## config.mk

```make
export PLATFORM = sky130hd
export DESIGN_NAME = rock_profile_gen
export DESIGN_NICKNAME = d
export VERILOG_FILES = /design/src/rtl/rock_profile_gen.sv
export SDC_FILE = /design/constraint.sdc
export NUM_CORES = 1
export LEC_CHECK = 0
export CORE_ASPECT_RATIO = 0.5
export CORE_MARGIN = 1.5
export CORE_UTILIZATION = 61
export DETAILED_ROUTE_END_ITERATION = 6
export PLACE_DENSITY = 0.81
export SYNTH_ARGS = -nofsm -noshare
export SYNTH_HDL_FRONTEND = slang
export SYNTH_SLANG_ARGS = --single-unit
```

## constraint.sdc

```tcl
create_clock -name CLK -period 5.1 [get_ports CLK]
set_input_delay 1.275 -clock CLK [delete_from_list [all_inputs] [get_ports CLK]]
set_output_delay 1.275 -clock CLK [all_outputs]
set_load 0.01 [all_outputs]
```

## src/rtl/rock_profile_gen.sv

```systemverilog
// Frame-synchronous rocking-motion pulse-width generator for a downstream PWM block.
// Optional feature: define ROCK_SOFTSTART_EN to ramp the swing up over four cycles.
module rock_profile_gen #(
    parameter int unsigned PERIOD  = 24000,
    parameter int unsigned CENTRE  = 1800,
    parameter int unsigned AMP_MAX = 600,
    parameter int unsigned DWELL   = 25
) (
    input  logic        CLK,
    input  logic        resetmore,
    input  logic        Enable,
    input  logic [3:0]  Step,
    input  logic [15:0] Amp,
    output logic [15:0] Duty,
    output logic        Frame,
    output logic        Busy
);
    localparam int unsigned DW  = 16;
    localparam int unsigned IW  = 17;
    localparam int unsigned FCW = (PERIOD > 1) ? $clog2(PERIOD) : 1;
    localparam int unsigned DCW = (DWELL > 1) ? $clog2(DWELL) : 1;

    localparam logic [FCW-1:0] FC_LAST = FCW'(PERIOD - 1);
    localparam logic [DCW-1:0] DC_LAST = DCW'(DWELL - 1);
    localparam logic [IW-1:0]  CTR     = IW'(CENTRE);
    localparam logic [DW-1:0]  AMAX    = DW'(AMP_MAX);

    typedef enum logic [2:0] {
        S_IDLE, S_UP, S_DWELL_HI, S_DOWN, S_DWELL_LO, S_RETURN
    } state_t;

    state_t         state, state_nxt;
    logic [FCW-1:0] fc, fc_nxt;
    logic [DCW-1:0] dcnt, dcnt_nxt;
    logic [DW-1:0]  amp_a, amp_a_nxt, amp_clamp, duty_nxt;
    logic [IW-1:0]  s, a_eff, a_eff_new, hi_lim, hi_new, lo_lim;
    logic [IW-1:0]  duty_x, up_val, dn_val, ret_val;
    logic           ret_done, tick;

    assign tick      = Frame;
    assign fc_nxt    = (fc == FC_LAST) ? '0 : fc + FCW'(1);
    assign s         = (Step == 4'd0) ? IW'(1) : IW'(Step);
    assign amp_clamp = (Amp > AMAX) ? AMAX : Amp;

`ifdef ROCK_SOFTSTART_EN
    // Leg counter k scales the latched amplitude by k/4
    localparam int unsigned PW = IW + 3;
    logic [2:0]    leg_k, leg_k_nxt;
    logic [PW-1:0] leg_prod;
    assign leg_prod  = PW'(leg_k) * PW'(amp_a);
    assign a_eff     = IW'(leg_prod >> 2);
    assign a_eff_new = IW'(amp_clamp >> 2);
`else
    assign a_eff     = IW'(amp_a);
    assign a_eff_new = IW'(amp_clamp);
`endif

    assign duty_x = {1'b0, Duty};
    assign up_val = duty_x + s;
    assign dn_val = duty_x - s;
    assign hi_lim = CTR + a_eff;
    assign hi_new = CTR + a_eff_new;
    assign lo_lim = CTR - a_eff;

    // One step toward centre, saturating there
    assign ret_done = (duty_x > CTR) ? (duty_x <= CTR + s) : (up_val >= CTR);
    assign ret_val  = ret_done ? CTR : ((duty_x > CTR) ? dn_val : up_val);

    always_ff @(posedge CLK or posedge resetmore) begin
        if (resetmore) begin
            fc    <= '0;
            Frame <= 1'b0;
            state <= S_IDLE;
            Busy  <= 1'b0;
            Duty  <= DW'(CENTRE);
            amp_a <= '0;
            dcnt  <= '0;
`ifdef ROCK_SOFTSTART_EN
            leg_k <= '0;
`endif
        end else begin
            fc    <= fc_nxt;
            Frame <= (fc_nxt == FC_LAST);
            if (tick) begin
                state <= state_nxt;
                Busy  <= (state_nxt != S_IDLE);
                Duty  <= duty_nxt;
                amp_a <= amp_a_nxt;
                dcnt  <= dcnt_nxt;
`ifdef ROCK_SOFTSTART_EN
                leg_k <= leg_k_nxt;
`endif
            end
        end
    end

    always_comb begin
        state_nxt = state;
        duty_nxt  = Duty;
        dcnt_nxt  = dcnt;
        amp_a_nxt = amp_a;
`ifdef ROCK_SOFTSTART_EN
        leg_k_nxt = leg_k;
`endif
        if ((state inside {S_UP, S_DWELL_HI, S_DOWN, S_DWELL_LO}) && !Enable) begin
            duty_nxt  = DW'(ret_val);
            state_nxt = ret_done ? S_IDLE : S_RETURN;
        end else begin
            case (state)
                S_IDLE: begin
                    if (Enable) begin
                        amp_a_nxt = amp_clamp;
`ifdef ROCK_SOFTSTART_EN
                        leg_k_nxt = 3'd1;
`endif
                        if (up_val >= hi_new) begin
                            duty_nxt  = DW'(hi_new);
                            dcnt_nxt  = '0;
                            state_nxt = S_DWELL_HI;
                        end else begin
                            duty_nxt  = DW'(up_val);
                            state_nxt = S_UP;
                        end
                    end
                end
                S_UP: begin
                    if (up_val >= hi_lim) begin
                        duty_nxt  = DW'(hi_lim);
                        dcnt_nxt  = '0;
                        state_nxt = S_DWELL_HI;
                    end else begin
                        duty_nxt = DW'(up_val);
                    end
                end
                S_DWELL_HI: begin
                    if (dcnt == DC_LAST) begin
                        state_nxt = S_DOWN;
                    end else begin
                        dcnt_nxt = dcnt + DCW'(1);
                    end
                end
                S_DOWN: begin
                    if (duty_x <= lo_lim + s) begin
                        duty_nxt  = DW'(lo_lim);
                        dcnt_nxt  = '0;
                        state_nxt = S_DWELL_LO;
                    end else begin
                        duty_nxt = DW'(dn_val);
                    end
                end
                S_DWELL_LO: begin
                    if (dcnt == DC_LAST) begin
                        amp_a_nxt = amp_clamp;
`ifdef ROCK_SOFTSTART_EN
                        leg_k_nxt = (leg_k == 3'd4) ? 3'd4 : leg_k + 3'd1;
`endif
                        state_nxt = S_UP;
                    end else begin
                        dcnt_nxt = dcnt + DCW'(1);
                    end
                end
                S_RETURN: begin
                    duty_nxt = DW'(ret_val);
                    if (ret_done) begin
                        state_nxt = S_IDLE;
                    end
                end
                default: state_nxt = S_IDLE;
            endcase
        end
    end

endmodule
```

==> metrics.txt <==
# TYPE chip_impl_metric gauge
chip_impl_info{name="hold_class",value="flop to flop"} 1
chip_impl_metric{name="dr.pass1.iters",unit=""} 7
chip_impl_metric{name="area.sequential",unit="um2"} 1430
chip_impl_metric{name="timing.final.crit_share",unit="%"} 102
chip_impl_metric{name="critical_path_required",unit="ns"} 5.35
chip_impl_metric{name="ctsHtreeMaxLevel",unit=""} 3
chip_impl_info{name="post-synth-top-area-cell",value="dfrtp_1"} 1
chip_impl_metric{name="wire_length_of_the_first_global_routing_pass",unit="um"} 45700
chip_impl_metric{name="route.detailed.wl_per_inst",unit="um"} 27.1
chip_impl_metric{name="detail_route.drc_violations",unit=""} 4
chip_impl_metric{name="critPathMaxStageDelay",unit="ns"} 0.50
chip_impl_metric{name="globalRoute.totalOverflow",unit=""} 0
chip_impl_metric{name="drt_first_iter_violations",unit=""} 1648
chip_impl_metric{name="powerDensity",unit="nW/um2"} 136
chip_impl_metric{name="synth.yosys.seq_area_share",unit="%"} 20.4
chip_impl_metric{name="synth_top_area_share",unit="%"} 18.9
chip_impl_metric{name="cellLeakagePower",unit="nW"} 4.19
chip_impl_metric{name="post_synthesis_area_per_instance",unit="um2"} 7.84
chip_impl_metric{name="clock_path_buffers",unit=""} 2
chip_impl_info{name="critical-path-top-delay-family",value="compound AO/OA/AOI/OAI gates"} 1
chip_impl_metric{name="critical_path_buf_inv_count",unit=""} 5
chip_impl_metric{name="report.final.hold_viol_count",unit=""} 0
chip_impl_metric{name="grt_start_max_net_pins",unit=""} 31
chip_impl_metric{name="post_synth_num_cell_types",unit=""} 80
chip_impl_metric{name="starting_density",unit="%"} 63.2
chip_impl_metric{name="post_route_cells_drive_above_1_share",unit="%"} 27.3
chip_impl_info{name="cp_slowest_cell",value="or4b_4"} 1
chip_impl_metric{name="min_cycle_time_layout",unit="ns"} 5.21
chip_impl_metric{name="power_frac_seq",unit="%"} 34.8
chip_impl_metric{name="p_comb_share",unit="%"} 12.8
chip_impl_metric{name="total_count_of_max_transition_violations_in_the_final_report",unit=""} 0
chip_impl_info{name="failing_checks",value="DRC, setup timing"} 1
chip_impl_metric{name="nets",unit=""} 1167
chip_impl_metric{name="worstMarginPinSlew",unit="ns"} 1.10
chip_impl_metric{name="max_cap_violations",unit=""} 0
chip_impl_metric{name="die_width",unit="um"} 155
chip_impl_metric{name="postRouteWirelength",unit="um"} 33200
chip_impl_metric{name="setup-tns-final",unit="ns"} -0.186
chip_impl_metric{name="core_region_area",unit="um2"} 11100
chip_impl_metric{name="synth-seq-cells",unit=""} 57
chip_impl_metric{name="number_of_warnings_issued_by_yosys",unit=""} 0
chip_impl_metric{name="max-slew-margin-rel",unit="%"} 26.1
chip_impl_metric{name="areaGrowthSynthToFinish",unit="%"} 36.2
chip_impl_metric{name="setup_ws",unit="ns"} -0.113
chip_impl_metric{name="fillCellCount",unit=""} 599
chip_impl_metric{name="place_ws",unit="ns"} -0.892
chip_impl_info{name="crit_path_start_kind",value="input port"} 1
chip_impl_info{name="rsz_0062_raised_after_global_routing",value="yes"} 1
chip_impl_metric{name="syn-cell-area",unit="um2"} 7020
chip_impl_metric{name="gp_congestion",unit=""} 1.10
chip_impl_metric{name="timing.critical_path.arrival",unit="ns"} 5.46
chip_impl_metric{name="switching_share",unit="%"} 29.6
chip_impl_metric{name="postPlaceCellArea",unit="um2"} 8580
chip_impl_metric{name="dp.final_hpwl",unit="um"} 21800
chip_impl_info{name="yosys-top-cells-count",value="nor2_1 (78), ha_1 (70), nand2_1 (68)"} 1
chip_impl_info{name="synthFlopType",value="dfrtp_1"} 1
chip_impl_info{name="post_synth_main_area_contributors",value="dfrtp_1 (19%), ha_1 (12%), xnor2_1 (5.5%), xor2_1 (4.5%), nor2_1 (4.2%)"} 1
chip_impl_metric{name="detail_route.vias_per_cell",unit=""} 7.46
chip_impl_metric{name="finalPower",unit="mW"} 1.30
chip_impl_metric{name="postLayoutCellArea",unit="um2"} 9560
chip_impl_info{name="timing.critical_path.cells",value="buf_8, inv_4, a31o_4, ha_4, fa_2, a21o_1, a21oi_4, buf_6, or4b_4, nor4b_4, xnor2_1, ha_1, nand4_1, nor3_2, a21bo_2, a31oi_1, buf_4, buf_6, nand2_4, a21o_1, a211o_1, a31oi_1"} 1
chip_impl_info{name="status",value="finished with violations"} 1
chip_impl_metric{name="grt_pass1_vias",unit=""} 8190
chip_impl_metric{name="setup_viol",unit=""} 5
chip_impl_info{name="tritoncts",value="yes"} 1
chip_impl_metric{name="synthArstFlopShare",unit="%"} 100
chip_impl_metric{name="timing.hold.ws",unit="ns"} 0.508
chip_impl_metric{name="synth-edff-count",unit=""} 0
chip_impl_metric{name="cts.sinks",unit=""} 57
chip_impl_metric{name="post_cts_clock_slew_at_the_launch_and_capture_registers_of_the_worst_setup_and_hold_paths",unit="ns"} 0.08
chip_impl_metric{name="power_report.internal_total",unit="uW"} 913
chip_impl_metric{name="multiInputGateArea",unit="um2"} 5740
chip_impl_metric{name="timing.critical_path.fanout_max",unit=""} 3
chip_impl_metric{name="vias",unit=""} 9114
chip_impl_metric{name="syn-instance-count",unit=""} 896
chip_impl_metric{name="p_sw",unit="uW"} 384
chip_impl_info{name="clk_tree_root_cell",value="clkbuf_16"} 1
chip_impl_metric{name="cts_made_buffers",unit=""} 9
chip_impl_metric{name="die_area",unit="um2"} 12200
chip_impl_metric{name="peak_ir_drop_on_the_vdd_network",unit="uV"} 220
chip_impl_metric{name="clock_insertion_delay_worst_skew",unit="ns"} 0.36
chip_impl_metric{name="power.clock.fraction",unit="%"} 52.4
chip_impl_info{name="worst_path_class_setup",value="input port to flop"} 1
chip_impl_metric{name="gr-usage-all-layers",unit="%"} 49.7
chip_impl_info{name="yosys.cell_count.top_type",value="nor2_1"} 1
chip_impl_metric{name="io_pins",unit=""} 41
chip_impl_metric{name="final.setup_skew",unit="ns"} 0.0172
chip_impl_metric{name="numPortBuffers",unit=""} 40
chip_impl_metric{name="antenna_found_initial",unit=""} 0
chip_impl_metric{name="die_h",unit="um"} 78.9
chip_impl_metric{name="antenna_left",unit=""} 0
chip_impl_metric{name="count_of_standard_cell_rows",unit=""} 27
chip_impl_metric{name="max_frequency",unit="MHz"} 192
chip_impl_info{name="setup.worst_path.end_class",value="flop"} 1
[logic make-up after synthesis]
family	count (synthesis)	share of synthesized area [%]
AO/OA/AOI/OAI	248	24.7
XOR/XNOR	80	9.98
adder cells (fa/ha/maj)	74	13.5
buffers and inverters	87	4.92
flip-flops	57	20.4
multiplexers	15	2.23
other	1	0.0534
AND/OR/NAND/NOR	334	24.3
[repair_timing]
| item | in CTS | in global routing |
|---|---|---|
| setup buffers | 16 | 8 |
| pin swaps | 36 | 56 |
| hold buffers | 0 | 0 |
| gates resized for setup | 61 | 76 |
| setup endpoints to repair | 25 | 25 |
[sequential cells by signal, summed over array words and instances (netlist names)]
| register | count |
|---|---|
| Duty | 16 |
| state | 3 |
| fc | 15 |
| Frame | 1 |
| Busy | 1 |
| amp_a | 16 |
| dcnt | 5 |
[stage by stage]
stage | util (%) | std cells
detailed placement | 77.2 | 1182
global route | 86.0 | 1221
floorplan | - | 899
global placement | 77.2 | 1182
finish | 86.0 | 1222
CTS | 83.0 | 1214
[cell usage in the layout (no fill, tap or decap), types with 22 or more instances in the layout]
| cell type | count |
|---|---|
| nand2_1 | 65 |
| xnor2_1 | 42 |
| ha_1 | 65 |
| dfrtp_1 | 53 |
| nand3_1 | 33 |
| nor2_1 | 75 |
| nand4_1 | 22 |
| xor2_1 | 36 |
| a21oi_1 | 34 |
| clkdlybuf4s50_1 | 30 |
| inv_1 | 29 |
| buf_4 | 162 |
| o21ai_0 | 40 |
[area by class of cell]
type	count	area share (%)
inverter	35	1.43
multi-input combinational	755	60.0
clock buffer	9	2.36
sequential	57	15.0
clock inverter	7	0.824
timing repair buffer	213	18.5
tap	145	1.90
antenna	1	0.0262
[path summary, 6_finish.rpt]
check	from	endpoint	slack, ns	depth (start not counted)
min in group asynchronous	resetmore	fc[7]	1.35	2
max in group asynchronous	resetmore	Duty[3]	2.80	3
worst min-delay path	dcnt[4]	dcnt[4]	0.51	1
worst max-delay path	Step[3]	Busy	-0.11	22
worst max register to register	amp_a[1]	Busy	0.07	19
worst min register to register	dcnt[4]	dcnt[4]	0.51	1
[per-layer routing]
metal	wire (um)	share of wire [%]	up-vias	track usage, %
met5	0	0	-	0
met1	12100	36	4207	64.7
li1	-	-	3680	-
met4	2260	6.8	0	19.7
met3	5520	17	282	17.6
met2	13300	40	945	75.6
[power groups by stage]
stage	Clock (mW)	Combinational [mW]	Sequential, mW
6_report	0.679	0.166	0.452
5_1_grt	0.676	0.173	0.452
4_1_cts	0.650	0.143	0.452
3_5_place_dp	0	0.134	0.461
3_3_place_gp	0	0.129	0.461
2_1_floorplan	0	0.0626	0.461
Note: power is estimated with default switching activity, not from simulation.
